## config.mk

```make
export PLATFORM = sky130hd
export DESIGN_NAME = shift_reg_ctrl
export DESIGN_NICKNAME = d
export VERILOG_FILES = /design/src/rtl/shift_reg_ctrl.sv
export SDC_FILE = /design/constraint.sdc
export NUM_CORES = 1
export LEC_CHECK = 0
export CORE_MARGIN = 3
export CORE_UTILIZATION = 35
export CTS_BUF_LIST = sky130_fd_sc_hd__clkbuf_4
export DETAILED_ROUTE_END_ITERATION = 7
export DONT_BUFFER_PORTS = 1
export HOLD_SLACK_MARGIN = 0.05
export PLACE_DENSITY_LB_ADDON = 0.3
export SYNTH_ARGS = -nofsm -noshare
export SYNTH_HDL_FRONTEND = slang
export SYNTH_SLANG_ARGS = --single-unit
```

## constraint.sdc

```tcl
create_clock -name clock -period 1.77 [get_ports clock]
set_clock_uncertainty 0.2 [all_clocks]
set_input_delay 0.354 -clock clock [delete_from_list [all_inputs] [get_ports clock]]
set_output_delay 0.354 -clock clock [all_outputs]
set_load 0.1 [all_outputs]
```

## src/rtl/shift_reg_ctrl.sv

```systemverilog
// Sequenced shift/rotate register: one start request runs amt single-bit
// steps of the latched op, or a one-edge parallel load, then pulses done.
module shift_reg_ctrl #(
  parameter int unsigned WIDTH = 4,
  parameter int unsigned AMT_W = 3
) (
  input  logic             clock,
  input  logic             reset,
  input  logic             in,
  input  logic             start,
  input  logic [2:0]       op,
  input  logic [AMT_W-1:0] amt,
  input  logic [WIDTH-1:0] load_data,
  output logic [WIDTH-1:0] out,
  output logic             sout,
  output logic             busy,
  output logic             done
);

  localparam logic [2:0] OP_LSL  = 3'd0;
  localparam logic [2:0] OP_LSR  = 3'd1;
  localparam logic [2:0] OP_ROL  = 3'd2;
  localparam logic [2:0] OP_ROR  = 3'd3;
  localparam logic [2:0] OP_ASR  = 3'd4;
  localparam logic [2:0] OP_LOAD = 3'd5;

  typedef enum logic [1:0] {
    S_IDLE = 2'd0,
    S_RUN  = 2'd1,
    S_DONE = 2'd2
  } state_t;

  state_t             r_state;
  state_t             w_state_nxt;
  logic [2:0]         r_op;
  logic [2:0]         w_op_nxt;
  logic [AMT_W-1:0]   r_count;
  logic [AMT_W-1:0]   w_count_nxt;
  logic [WIDTH-1:0]   r_out;
  logic [WIDTH-1:0]   w_out_nxt;
  logic               r_sout;
  logic               w_sout_nxt;
  logic               r_busy;
  logic               r_done;

  // State, datapath and status registers; busy/done registered from next state
  always_ff @(posedge clock) begin
    if (reset) begin
      r_state <= S_IDLE;
      r_op    <= OP_LSL;
      r_count <= '0;
      r_out   <= '0;
      r_sout  <= 1'b0;
      r_busy  <= 1'b0;
      r_done  <= 1'b0;
    end else begin
      r_state <= w_state_nxt;
      r_op    <= w_op_nxt;
      r_count <= w_count_nxt;
      r_out   <= w_out_nxt;
      r_sout  <= w_sout_nxt;
      r_busy  <= (w_state_nxt != S_IDLE);
      r_done  <= (w_state_nxt == S_DONE);
    end
  end

  // Next-state and datapath update
  always_comb begin
    w_state_nxt = r_state;
    w_op_nxt    = r_op;
    w_count_nxt = r_count;
    w_out_nxt   = r_out;
    w_sout_nxt  = r_sout;

    case (r_state)
      S_IDLE: begin
        if (start) begin
          case (op)
            OP_LOAD: begin
              w_out_nxt   = load_data;
              w_state_nxt = S_DONE;
            end
            OP_LSL, OP_LSR, OP_ROL, OP_ROR, OP_ASR: begin
              if (amt != '0) begin
                w_op_nxt    = op;
                w_count_nxt = amt;
                w_state_nxt = S_RUN;
              end else begin
                w_state_nxt = S_DONE;
              end
            end
            default: w_state_nxt = S_DONE;
          endcase
        end
      end

      S_RUN: begin
        case (r_op)
          OP_LSL: begin
            w_out_nxt  = {r_out[WIDTH-2:0], in};
            w_sout_nxt = r_out[WIDTH-1];
          end
          OP_LSR: begin
            w_out_nxt  = {in, r_out[WIDTH-1:1]};
            w_sout_nxt = r_out[0];
          end
          OP_ROL: begin
            w_out_nxt  = {r_out[WIDTH-2:0], r_out[WIDTH-1]};
            w_sout_nxt = r_out[WIDTH-1];
          end
          OP_ROR: begin
            w_out_nxt  = {r_out[0], r_out[WIDTH-1:1]};
            w_sout_nxt = r_out[0];
          end
          OP_ASR: begin
            w_out_nxt  = {r_out[WIDTH-1], r_out[WIDTH-1:1]};
            w_sout_nxt = r_out[0];
          end
          default: begin
            w_out_nxt  = r_out;
            w_sout_nxt = r_sout;
          end
        endcase
        w_count_nxt = r_count - AMT_W'(1);
        if (r_count == AMT_W'(1)) begin
          w_state_nxt = S_DONE;
        end
      end

      S_DONE: w_state_nxt = S_IDLE;

      default: w_state_nxt = S_IDLE;
    endcase
  end

  assign out  = r_out;
  assign sout = r_sout;
  assign busy = r_busy;
  assign done = r_done;

endmodule
```

==> flow_metrics.env <==
export IMPL_antenna_found_initial=0
export IMPL_power_density_mw_per_mm2=857
export IMPL_diodes=0
export IMPL_grt_max_degree=16
export IMPL_syn_instance_count=100
export IMPL_tightest_slew_ns=0.591
export IMPL_avgSynthCellArea_um2=8.86
export IMPL_grt_pass1_wl_um=3490
export IMPL_grt_overflow=0
export IMPL_worst_slack_ns=0.120
export IMPL_whs_ns=0.0787
export IMPL_slew_headroom_pct=60.5
export IMPL_n_fill_cell=241
export IMPL_rsz0062_at_grt="no"
export IMPL_worst_ir_drop_vdd_mv=0.557
export IMPL_synth_area_um2=886
export IMPL_cellLeakagePower_uw=0.000442
export IMPL_path_max_fanout=12
export IMPL_syn2layout_area_growth_pct=17.9
export IMPL_grt_total_usage_pct=14.0
export IMPL_clk_pin_slew_ns=0.09
export IMPL_fin_tns_setup_ns=0
export IMPL_die_x_um=56.3
export IMPL_start_util_pct=38.6
export IMPL_ys_async_sr_fraction_pct=0
export IMPL_clock_latency_ns=0.28
export IMPL_rrSetupSlack_ns=0.12
export IMPL_finalWirelength_um=2050
export IMPL_num_vias=798
export IMPL_drive_gt1_share_pct=23.7
export IMPL_hp_class="input pin to flop"
export IMPL_final_setup_viol_count=0
export IMPL_synth_seq_cells=15
export IMPL_syn_nets=116
export IMPL_tritoncts="yes"
export IMPL_detail_route_vias_per_cell=5.62
export IMPL_ys_warn_count=0
export IMPL_post_place_ws_ns=0.153
export IMPL_htree_levels=1
export IMPL_start_kind="flop"
export IMPL_avgRoutedWirePerCell_um=14.4
export IMPL_clock_root_buffer="clkbuf_4"
export IMPL_io_buffers=0
export IMPL_period_minus_slack_ns=1.65
export IMPL_hold_viol_final=0
export IMPL_hold_depth=2
export IMPL_rr_startpoint="r_op[0]"
export IMPL_gp_congestion=0.729
export IMPL_synth_area_leaders="dfxtp_1 (34%), mux2i_1 (6.8%), a21oi_1 (5.1%)"
export IMPL_yosysTopAreaCellShare_pct=33.9
export IMPL_fmax_ghz=0.606
export IMPL_firstDrtPassIters=4
export IMPL_ys_seq_area_share_pct=33.9
export IMPL_dpl_hpwl_um=1540
export IMPL_clock_sinks=15
export IMPL_final_util_pct=45.5
export IMPL_detail_route_antenna_nets=0
export IMPL_drv_cap=0
export IMPL_fp_dieArea_mm2=0.00317
export IMPL_synth_area_leader_cell="dfxtp_1"
export IMPL_core_mm2=0.00230
export IMPL_worst_setup_path_type="flop to flop"
export IMPL_clock_path_buffers=2
export IMPL_ios=21
export IMPL_cp_data_required_time_ns=1.79
export IMPL_row_count=17
export IMPL_die_h_um=56.3
export IMPL_grt_pass1_vias=766
export IMPL_endpoint_kind="flop"
export IMPL_synth_ff_type="dfxtp_1"
export IMPL_cts_inserted_buffers=3
export IMPL_synth_cell_type_count=37
export IMPL_r2r_end="out[0]"
export IMPL_startpoint="r_op[0]"
export IMPL_setup_worst_path_end="out[0]"
export IMPL_post_route_drc_count=0
export IMPL_arrival_ns=1.67
export IMPL_reg2reg_depth=4
export IMPL_synth_edf_count=0
export IMPL_drt_iter0_drc=18
export IMPL_fin_crit_sh_pct=93.2
export IMPL_status="completed"
export IMPL_final_nets=131
export IMPL_slew_violations=0
## cell type report
class / instances / area, um^2 / share of cell area, %
multi-input cells: 75 / 531 / 50.8
clock inverters: 1 / 5.00 / 0.479
inverters: 5 / 18.8 / 1.80
flip-flops and latches: 15 / 305 / 29.2
repair buffers: 15 / 128 / 12.2
clock buffers: 3 / 22.5 / 2.16
well taps: 28 / 35.0 / 3.35
## metal layers
metal  GRT usage, %  routed length (um)
met2           24.4                1040
met1           15.6                 795
met3           6.44                 191
met5              0                   0
met4           3.05                  18
## where the power goes
group / leakage [uW] / switching, uW / internal, uW / total [uW]
Sequential: 0.000125 / 36.8 / 369 / 406
Combinational: 0.000299 / 185 / 103 / 288
Clock: 0.0000177 / 118 / 83.9 / 202
Total: 0.000442 / 340 / 556 / 896
## placed cells by master, fill, tap and decap left out, types with 2 or more instances in the layout
cell type,Yosys,layout
o21a_1,2,2
dfxtp_2,0,4
o21ai_1,2,2
a31oi_1,3,3
nand2b_1,2,2
nand3_1,2,2
dfxtp_1,15,11
mux2i_1,6,6
nor3_2,2,2
o311a_1,2,2
nor2_1,9,9
o21ai_0,3,3
buf_4,0,9
a21oi_1,9,9
nor3_1,5,5
nand2_1,3,3
nor2b_1,3,3
ha_1,2,2
o31ai_1,2,2
a211oi_1,3,3
inv_1,5,5
clkbuf_4,0,3
dlygate4sd3_1,0,6
## repair_timing
action                                 4_1_cts  5_1_grt
endpoints found under the hold margin       15        0
buffers inserted                             0        0
hold buffers                                 6        0
gates resized for setup                      0        0
## stage by stage
| step | cell area [um^2] | instances | total power [uW] |
|---|---|---|---|
| 4_1_cts | 1040 | 142 | 907 |
| 3_3_place_gp | 957 | 132 | 681 |
| 3_5_place_dp | 957 | 132 | 686 |
| 6_report | 1040 | 142 | 896 |
| 5_1_grt | 1040 | 142 | 954 |
| 2_1_floorplan | 891 | 100 | 642 |
## cell usage after synthesis, types with 2 or more instances
library cell / n
nor3_2: 2
nand3_1: 2
mux2i_1: 6
o21ai_0: 3
buf_6: 2
nand2b_1: 2
o311a_1: 2
buf_2: 2
nor3_1: 5
nand2_1: 3
inv_1: 5
nor2b_1: 3
a31oi_1: 3
dfxtp_1: 15
ha_1: 2
a21oi_1: 9
nor2_1: 9
o21ai_1: 2
o31ai_1: 2
o21a_1: 2
a211oi_1: 3
## flip-flops by register name, indices dropped and copies added (netlist names)
signal / flops
r_count: 3
sout: 1
done: 1
r_state: 2
r_op: 3
busy: 1
out: 4
## worst min-delay path by stage
stage                       from    endpoint  slack (ns)
after floorplan            reset      out[1]        0.22
after global placement     reset      out[3]        0.22
after detailed placement   reset      out[1]        0.22
after CTS                 amt[0]  r_count[0]        0.07
after global routing      amt[0]  r_count[0]        0.06
final                     amt[0]  r_count[0]        0.08
## logic make-up (layout without fill, tap and decap cells)
| kind of cell | count (synthesis) | count (layout) | share of synthesized area, % |
|---|---|---|---|
| AO/OA/AOI/OAI | 33 | 33 | 26.1 |
| AND/OR/NAND/NOR | 33 | 33 | 22.9 |
| flip-flops | 15 | 15 | 33.9 |
| buffers and inverters | 10 | 24 | 6.21 |
| multiplexers | 7 | 7 | 8.05 |
| adder cells (fa/ha/maj) | 2 | 2 | 2.82 |
## critical path: stages, from the launching register on
cell and delay, ns:
dfxtp_1 0.56, o21ai_1 0.21, a22o_4 0.32, a21boi_1 0.13
a31oi_1 0.15
No activity file was read; power rests on OpenSTA's default activity.
